`config.mk`:
```
export PLATFORM = sky130hd
export DESIGN_NAME = rv32_dmem_arbiter
export DESIGN_NICKNAME = d
export VERILOG_FILES = /design/src/rtl/rv_mem_pkg.sv /design/src/rtl/rr_arbiter.sv /design/src/rtl/rv32_dmem_arbiter.sv
export SDC_FILE = /design/constraint.sdc
export NUM_CORES = 1
export LEC_CHECK = 0
export CORE_AREA = 2 2 167 169
export CTS_BUF_LIST = sky130_fd_sc_hd__clkbuf_4
export DETAILED_ROUTE_END_ITERATION = 10
export DIE_AREA = 0 0 169 171
export PLACE_DENSITY = 0.66
export RECOVER_POWER = 100
export SETUP_SLACK_MARGIN = 0.1
export SLEW_MARGIN = 20
export SYNTH_ARGS = -nofsm -noshare
export SYNTH_HDL_FRONTEND = slang
export SYNTH_HIERARCHICAL = 1
export SYNTH_SLANG_ARGS = --single-unit
```
`constraint.sdc`:
```
create_clock -name clk -period 4.04 [get_ports clk]
set_clock_uncertainty 0.1 [all_clocks]
set_input_delay 0.808 -clock clk [delete_from_list [all_inputs] [get_ports clk]]
set_output_delay 0.808 -clock clk [all_outputs]
set_load 0.02 [all_outputs]
```
`src/rtl/rv_mem_pkg.sv`:
```
// Shared types and constants for the RV32 data-memory arbiter slice.
// Holds the arbiter FSM state type and the timeout-counter sizing helper.
package rv_mem_pkg;

  localparam int unsigned DEF_ADDR_W = 32;
  localparam int unsigned DEF_DATA_W = 32;

  typedef enum logic {
    ST_IDLE = 1'b0,
    ST_BUSY = 1'b1
  } state_e;

  // Counter only has to reach timeout-1; keep at least one bit so a disabled timeout still elaborates.
  function automatic int unsigned tmo_cnt_w(input int unsigned timeout);
    return (timeout <= 2) ? 1 : $clog2(timeout);
  endfunction

endpackage

```
`src/rtl/rr_arbiter.sv`:
```
// Combinational rotate-priority arbiter: scans from last_grant+1 upward (mod N_CH)
// and returns the first requesting channel as a one-hot vector and an index.
module rr_arbiter #(
  parameter int unsigned N_CH = 4,
  parameter int unsigned ID_W = $clog2(N_CH)
) (
  input  logic [N_CH-1:0] req,
  input  logic [ID_W-1:0] last_grant,
  output logic [N_CH-1:0] grant,
  output logic [ID_W-1:0] grant_id,
  output logic            any
);

  logic [ID_W:0]   sum;
  logic [ID_W-1:0] idx;

  // NOTE: every output and temporary gets a default before the loop so no path leaves a latch behind.
  always_comb begin
    grant    = '0;
    grant_id = '0;
    any      = 1'b0;
    sum      = '0;
    idx      = '0;
    for (int unsigned off = 1; off <= N_CH; off++) begin
      sum = {1'b0, last_grant} + (ID_W+1)'(off);
      if (sum >= (ID_W+1)'(N_CH)) sum = sum - (ID_W+1)'(N_CH);
      idx = sum[ID_W-1:0];
      if (!any && req[idx]) begin
        any        = 1'b1;
        grant[idx] = 1'b1;
        grant_id   = idx;
      end
    end
  end

endmodule

```
`src/rtl/rv32_dmem_arbiter.sv`:
```
// N-channel round-robin arbiter in front of one shared data memory: one single-beat
// transaction in flight, registered memory fields, per-channel completion and optional timeout.
module rv32_dmem_arbiter
  import rv_mem_pkg::*;
#(
  parameter int unsigned N_CH    = 4,
  parameter int unsigned ADDR_W  = DEF_ADDR_W,
  parameter int unsigned DATA_W  = DEF_DATA_W,
  parameter int unsigned TIMEOUT = 256
) (
  input  logic                         clk,
  input  logic                         rst,
  input  logic [N_CH-1:0]              req_valid,
  input  logic [N_CH-1:0]              req_write,
  input  logic [N_CH*ADDR_W-1:0]       req_addr,
  input  logic [N_CH*DATA_W-1:0]       req_wdata,
  input  logic [N_CH*(DATA_W/8)-1:0]   req_be,
  output logic [N_CH-1:0]              req_ready,
  output logic [N_CH-1:0]              resp_valid,
  output logic [DATA_W-1:0]            resp_rdata,
  output logic                         resp_error,
  output logic                         mem_req,
  output logic                         mem_write,
  output logic [ADDR_W-1:0]            mem_addr,
  output logic [DATA_W-1:0]            mem_wdata,
  output logic [DATA_W/8-1:0]          mem_be,
  input  logic                         mem_ack,
  input  logic [DATA_W-1:0]            mem_rdata,
  output logic                         busy,
  output logic [$clog2(N_CH)-1:0]      grant_id
);

  localparam int unsigned BE_W     = DATA_W / 8;
  localparam int unsigned ID_W     = $clog2(N_CH);
  localparam int unsigned TMO_W    = tmo_cnt_w(TIMEOUT);
  localparam int unsigned TMO_LAST = (TIMEOUT == 0) ? 0 : TIMEOUT - 1;

  state_e          state;
  logic [ID_W-1:0] last_grant;
  logic [TMO_W-1:0] tmo_cnt;

  logic [N_CH-1:0] arb_grant;
  logic [ID_W-1:0] arb_id;
  logic            arb_any;
  logic            timeout_hit;

  rr_arbiter #(.N_CH(N_CH), .ID_W(ID_W)) u_rr (
    .req        (req_valid),
    .last_grant (last_grant),
    .grant      (arb_grant),
    .grant_id   (arb_id),
    .any        (arb_any)
  );

  assign busy        = (state == ST_BUSY);
  assign mem_req     = busy;
  // Gated by rst directly so no accept can be signalled while reset is held.
  assign req_ready   = (state == ST_IDLE && !rst) ? arb_grant : '0;
  assign timeout_hit = (TIMEOUT != 0) && (tmo_cnt == TMO_W'(TMO_LAST));

  // NOTE: sequential state uses non-blocking assignments so every register samples pre-edge values.
  always_ff @(posedge clk or posedge rst) begin
    if (rst) begin
      state      <= ST_IDLE;
      last_grant <= ID_W'(N_CH - 1);
      grant_id   <= '0;
      tmo_cnt    <= '0;
      mem_write  <= 1'b0;
      mem_addr   <= '0;
      mem_wdata  <= '0;
      mem_be     <= '0;
      resp_valid <= '0;
      resp_rdata <= '0;
      resp_error <= 1'b0;
    end else begin
      resp_valid <= '0;
      unique case (state)
        ST_IDLE: begin
          if (arb_any) begin
            mem_write  <= req_write[arb_id];
            mem_addr   <= req_addr[arb_id*ADDR_W +: ADDR_W];
            mem_wdata  <= req_wdata[arb_id*DATA_W +: DATA_W];
            mem_be     <= req_be[arb_id*BE_W +: BE_W];
            grant_id   <= arb_id;
            last_grant <= arb_id;
            tmo_cnt    <= '0;
            state      <= ST_BUSY;
          end
        end
        ST_BUSY: begin
          // An ack in the final timeout cycle still completes normally.
          if (mem_ack) begin
            resp_valid <= N_CH'(1) << grant_id;
            resp_rdata <= mem_write ? '0 : mem_rdata;
            resp_error <= 1'b0;
            state      <= ST_IDLE;
          end else if (timeout_hit) begin
            resp_valid <= N_CH'(1) << grant_id;
            resp_rdata <= '0;
            resp_error <= 1'b1;
            state      <= ST_IDLE;
          end else begin
            tmo_cnt <= tmo_cnt + TMO_W'(1);
          end
        end
        default: state <= ST_IDLE;
      endcase
    end
  end

endmodule

```
==> flow_metrics.env, run 1 <==
export IMPL_timing_slew_headroom_pct=-16.5
export IMPL_port_buffers=428
export IMPL_cp_cell_sequence="clkdlybuf4s50_1, mux4_2, clkbuf_4, or3_1, a21oi_1, a2111o_1, and2_1, clkbuf_2"
export IMPL_dieArea_mm2=0.0289
export IMPL_criticalPathCategory="in2out"
export IMPL_synth_most_common_cell="nand2_1"
export IMPL_synthArstFlopShare_pct=100
export IMPL_clkTransAtPathRegs_ps=120
export IMPL_cp_required_ps=3130
export IMPL_rsz0062_at_grt="true"
export IMPL_timing_hold_ws_ps=379
export IMPL_track_usage_pct=18.1
export IMPL_outcome="finished, violations left"
export IMPL_cts_sinks=119
export IMPL_grt_pass1_vias=6870
export IMPL_path_buf_inv=3
export IMPL_antenna_found_initial=5
export IMPL_die_w_um=169
export IMPL_p_switching_uw=3570
export IMPL_io_pins=429
export IMPL_grt_pass1_wl_mm=39.5
export IMPL_avgSynthCellArea_um2=11.0
export IMPL_critPathMaxStageDelay_ps=570
export IMPL_synth_area_leaders="dfrtp_1 43%, mux4_2 24%, nand2_1 12%"
export IMPL_p_clk_share_pct=10.9
export IMPL_core_area_mm2=0.0273
export IMPL_drive_above_1_share_pct=13.8
export IMPL_clock_latency_ps=540
export IMPL_synthAdderAreaFrac_pct=1.66
export IMPL_syn_to_final_growth_pct=74.2
export IMPL_fp_row_count=61
export IMPL_p_per_area_mw_per_mm2=681
export IMPL_h_tree_depth=4
export IMPL_finalSetupTns_ps=0
export IMPL_synth_ff_latch_count=119
export IMPL_p_seq_share_pct=25.0
export IMPL_dp_hpwl_mm=21.1
export IMPL_vias=6686
export IMPL_synth_top_family_by_area="multiplexers"
export IMPL_grt_overflow=0
export IMPL_synth_xor_area_share_pct=0
export IMPL_viasPerCell=4.73
export IMPL_yosys_area_share_simple_pct=17.0
export IMPL_synth_distinct_cells=48
export IMPL_synth_compound_area_share_pct=8.87
export IMPL_hold_viol_final=0
export IMPL_drt_total_wl_mm=26.6
export IMPL_worstMarginPinSlew_ps=1750
export IMPL_synth_edf_count=0
export IMPL_synth_flop_cell="dfrtp_1"
export IMPL_synth_warnings=6
export IMPL_synth_top_area_share_pct=43.0
export IMPL_synth_cells=619
export IMPL_postCtsHoldBufs=0
export IMPL_ir_drop_v=0.000326
export IMPL_ys_top_cells_by_count="225 x nand2_1, 117 x dfrtp_1, 71 x mux4_2, 32 x a22o_1, 24 x clkbuf_1"
export IMPL_avgRoutedWirePerCell_um=18.8
export IMPL_postRouteAntennaNets=0
export IMPL_leakage_uw=0.00513
export IMPL_p_int_uw=4500
export IMPL_synth_area_mux_share_pct=24.3
export IMPL_cts_tree="yes"
export IMPL_crit_path_max_fanout=8
export IMPL_arrival_ps=2960
export IMPL_crit_family="buffers and inverters"
export IMPL_slew_viol_final=75
export IMPL_die_h_um=171
export IMPL_nets=1375
export IMPL_synth_area_mm2=0.00680
export IMPL_numCtsBuffers=17
export IMPL_finalCritPeriodShare_pct=95.8
export IMPL_drc=0
export IMPL_cts_root_buf="clkbuf_4"
export IMPL_violations="capacitance limit, slew limit"
export IMPL_syn_nets=943
export IMPL_grt_max_degree=70
export IMPL_final_min_clock_period_ps=3870
export IMPL_setup_violations=0
export IMPL_clockBufferDepth=2
export IMPL_max_clock_freq_ghz=0.258
export IMPL_swShare_pct=44.2
export IMPL_routabilityCongestion=0.845
export IMPL_drt_iter0_markers=318
export IMPL_initial_core_util_pct=24.9
export IMPL_hold_path_class="reg2reg"
export IMPL_cp_start_kind="input port"
export IMPL_firstDrtPassIters=4
export IMPL_ys_seq_area_share_pct=43.8
export IMPL_cap_violations=3
export IMPL_end_kind="output pin"
export IMPL_combPwrFrac_pct=64.2
export IMPL_critical_path_slowest_cell="mux4_2"
export IMPL_synth_top_area_cell="dfrtp_1"
==> cell type report <==
class / instances / area (um2)
Antenna cell: 4 / 10.0
Inverter: 14 / 53.8
Timing Repair Buffer: 463 / 4530
Fill cell: 2642 / 15500
Multi-Input combinational cell: 436 / 3560
Clock inverter: 15 / 151
Clock buffer: 17 / 128
Tap cell: 346 / 433
Sequential cell: 119 / 2980
==> cells by family after synthesis <==
logic type,after synthesis
buf+inv,64
mux,76
compound gates,75
simple gates,276
fa+ha+maj,9
flops,119
==> flip-flops by register name (all words and copies together), names as in the netlist <==
register and cells:
mem_addr 32, mem_wdata 32, resp_rdata 32, tmo_cnt 8
mem_be 4, resp_valid 4, grant_id 2, last_grant 2
busy 1, mem_write 1, resp_error 1
==> per-layer routing <==
metal,share of wire [%],global-route usage (%),vias to the layer above
li1,-,-,3101
met2,51,31.2,258
met3,7.8,6.04,33
met1,39,21.8,3288
met4,1.3,4.42,6
met5,0.17,0,-
==> metrics by stage <==
step / std cells / util, % / setup slack, ps / instance area, um2 / power, uW
after global placement: 1375 / 42.6 / -137 / 11600 / 7490
after CTS: 1409 / 43.7 / 99.5 / 11900 / 8480
after detailed placement: 1375 / 42.6 / -150 / 11600 / 7540
after floorplan: 619 / - / 450 / 6810 / 5240
final: 1414 / 43.4 / 169 / 11800 / 8070
after global routing: 1413 / 43.4 / 53.3 / 11800 / 8670
==> what timing repair did <==
action                                  4_1_cts  5_1_grt
gates resized for setup                       8        9
buffers inserted                              2        1
endpoints found under the setup margin        4        4
==> cell usage in the layout, fill, tap and decap left out, types with 3 or more instances in the layout <==
cell and count:
inv_1 13, nor3b_1 3, o21ai_0 7, nand2_1 225, inv_6 5, a22o_1 32, dlygate4sd3_1 111, nand3_1 3
a31oi_1 7, clkbuf_2 4, or3_1 6, buf_12 3, mux4_2 71, nor3_1 8, nand4_1 7, ha_1 8
clkbuf_4 18, a21oi_1 6, inv_8 6, nor2_1 8, clkdlybuf4s50_1 313, diode_2 4, dfrtp_1 117, and2_1 4
o31ai_1 4, a2111o_1 4, buf_4 20, nand2b_1 3, clkbuf_1 10
==> power by group through the flow <==
stage	logic [uW]	clock network [uW]	registers (uW)
detailed placement	5480	0	2060
floorplan	2620	0	2620
global placement	5450	0	2040
finish	5180	876	2010
CTS	5520	915	2050
global route	5610	970	2090
==> worst register-to-register path: stages (launching register included) <==
cell and delay (ps):
dfstp_2 620, inv_1 130, ha_4 340, inv_1 70, clkbuf_1 180, a311o_1 340, a221oi_4 320, buf_12 260
clkbuf_2 510, mux4_2 630, nand2_1 90, nand2_1 50
==> worst paths after layout <==
check / start / endpoint / slack, ps / cells past startpoint
min in group asynchronous: rst / mem_addr[31] / 970 / 2
min: mem_wdata[0] / mem_wdata[0] / 380 / 2
min reg2reg: mem_wdata[0] / mem_wdata[0] / 380 / 2
max reg2reg: last_grant[0] / mem_be[1] / 290 / 11
max in group asynchronous: rst / mem_wdata[17] / 950 / 3
max: req_valid[2] / req_ready[0] / 170 / 8
Power figures use the tool's default switching activity.
==> inputs of run 2 (changes only) <==
- SETUP_SLACK_MARGIN: 0.1 -> default
==> run 2 against run 1 <==
The run still ends with capacitance limit, slew limit left. Utilization shrank 0.096 points. Cell area down 0.22%. Wire length barely moved. Sequential power about the same. Worst hold slack is essentially flat. Critical path type unchanged. Largest power group unchanged. Highest routed layer unchanged.
==> flow_metrics.env, run 2 (synthesis gave the netlist of run 1 again) <==
export IMPL_outcome="finished, violations left"
export IMPL_violations="capacitance limit, slew limit"
export IMPL_cts_tree="yes"
export IMPL_clockBufferDepth=2
export IMPL_final_min_clock_period_ps=3930
export IMPL_r2r_start="last_grant[0]"
export IMPL_drive_above_1_share_pct=13.5
export IMPL_final_cell_mix="313 x clkdlybuf4s50_1, 225 x nand2_1, 117 x dfrtp_1, 111 x dlygate4sd3_1, 71 x mux4_2"
export IMPL_drc=0
export IMPL_die_h_um=171
export IMPL_routabilityCongestion=0.845
export IMPL_p_per_area_mw_per_mm2=679
export IMPL_numCtsBuffers=17
export IMPL_worstHoldStart="mem_wdata[0]"
export IMPL_end_kind="output pin"
export IMPL_grt_pass1_wl_mm=39.4
export IMPL_swShare_pct=44.3
export IMPL_holdPathStages=2
export IMPL_grt_pass1_vias=6851
export IMPL_die_w_um=169
export IMPL_grt_overflow=0
export IMPL_cts_sinks=119
export IMPL_timing_hold_ws_ps=379
export IMPL_postRouteAntennaNets=0
export IMPL_track_usage_pct=18.1
export IMPL_postCtsHoldBufs=0
export IMPL_dieArea_mm2=0.0289
export IMPL_max_clock_freq_ghz=0.255
export IMPL_reg2reg_slack_ps=250
export IMPL_setup_violations=0
export IMPL_syn_to_final_growth_pct=73.8
export IMPL_clock_latency_ps=550
export IMPL_combPwrFrac_pct=64.0
export IMPL_hold_path_class="reg2reg"
export IMPL_cap_violations=2
export IMPL_core_area_mm2=0.0273
export IMPL_p_seq_share_pct=25.1
export IMPL_drt_total_wl_mm=26.6
export IMPL_fp_row_count=61
export IMPL_rsz0062_at_grt="false"
export IMPL_fin_ws_ps=112
export IMPL_h_tree_depth=4
export IMPL_dp_hpwl_mm=21.1
export IMPL_post_place_ws_ps=-150
export IMPL_reg2regPathDepth=11
export IMPL_nets=1373
export IMPL_clkTransAtPathRegs_ps=120
export IMPL_hold_end="mem_wdata[0]"
export IMPL_finalSetupTns_ps=0
export IMPL_criticalPathCategory="in2out"
export IMPL_hold_viol_final=0
export IMPL_largestRegisters="mem_addr (32), mem_wdata (32), resp_rdata (32)"
export IMPL_p_int_uw=4470
export IMPL_vias=6667
export IMPL_cp_start_kind="input port"
export IMPL_worstMarginPinSlew_ps=1740
export IMPL_slew_viol_final=75
export IMPL_arrival_ps=3020
export IMPL_p_clk_share_pct=10.9
export IMPL_leakage_uw=0.00512
export IMPL_ir_drop_v=0.000325
export IMPL_drt_iter0_markers=348
export IMPL_cp_required_ps=3130
export IMPL_initial_core_util_pct=24.9
export IMPL_io_pins=429
export IMPL_crit_path_max_fanout=10
export IMPL_finalCritPeriodShare_pct=97.2
export IMPL_timing_slew_headroom_pct=-15.8
export IMPL_antenna_found_initial=5
export IMPL_port_buffers=428
export IMPL_viasPerCell=4.72
export IMPL_fillers=2633
export IMPL_final_common_cell="clkdlybuf4s50_1"
export IMPL_firstDrtPassIters=5
export IMPL_p_switching_uw=3560
export IMPL_grt_max_degree=70
export IMPL_cts_root_buf="clkbuf_4"
export IMPL_r2r_end="mem_be[1]"
export IMPL_avgRoutedWirePerCell_um=18.9
run 2: how the worst max path moves through the flow:
stage	to	depth (start not counted)	slack, ps	startpoint
after floorplan	mem_wdata[6]	14	450	last_grant[0]
after global placement	req_ready[0]	7	-140	req_valid[1]
after detailed placement	req_ready[0]	7	-150	req_valid[2]
after CTS	req_ready[1]	8	30	last_grant[0]
after global routing	req_ready[3]	9	5	last_grant[0]
final	req_ready[3]	7	110	req_valid[2]
run 2: per-stage QoR:
| step | std cells | instance area [um2] | utilization, % | power, uW |
|---|---|---|---|---|
| after floorplan | 619 | 6810 | - | 5240 |
| after global placement | 1375 | 11600 | 42.6 | 7490 |
| after detailed placement | 1375 | 11600 | 42.6 | 7540 |
| after CTS | 1408 | 11900 | 43.6 | 8460 |
| after global routing | 1411 | 11800 | 43.3 | 8630 |
| final | 1412 | 11800 | 43.3 | 8030 |
run 2: what timing repair did:
item / in CTS / in global routing
setup endpoints to repair: 4 / 4
setup buffers: 1 / 0
resized for setup: 6 / 4
run 2: layer usage:
| metal | global-route usage, % | share of wire, % |
|---|---|---|
| met5 | 0 | 0.17 |
| met4 | 4.24 | 1.3 |
| met3 | 5.94 | 7.4 |
| met2 | 31.3 | 51 |
| met1 | 21.9 | 40 |
run 2: area by class of cell:
| type | count | area [um2] | area share (%) |
|---|---|---|---|
| Clock buffer | 17 | 128 | 1.08 |
| Inverter | 14 | 53.8 | 0.455 |
| Clock inverter | 15 | 151 | 1.28 |
| Timing Repair Buffer | 461 | 4520 | 38.2 |
| Tap cell | 346 | 433 | 3.66 |
| Multi-Input combinational cell | 436 | 3540 | 30.0 |
| Antenna cell | 4 | 10.0 | 0.0847 |
| Sequential cell | 119 | 2980 | 25.2 |
run 2: critical path, cell delays in order:
cell and delay [ps]:
clkdlybuf4s50_1 450, mux4_2 590, or3_1 380, a21oi_1 160, a2111o_1 130, and2_0 150, dlygate4sd2_1 340
run 2: power groups by stage:
stage                     combinational, uW  sequential [uW]  clock [uW]
final                                  5140             2010         877
after global routing                   5570             2090         970
after CTS                              5500             2040         915
after detailed placement               5480             2060           0
after global placement                 5450             2040           0
after floorplan                        2620             2620           0
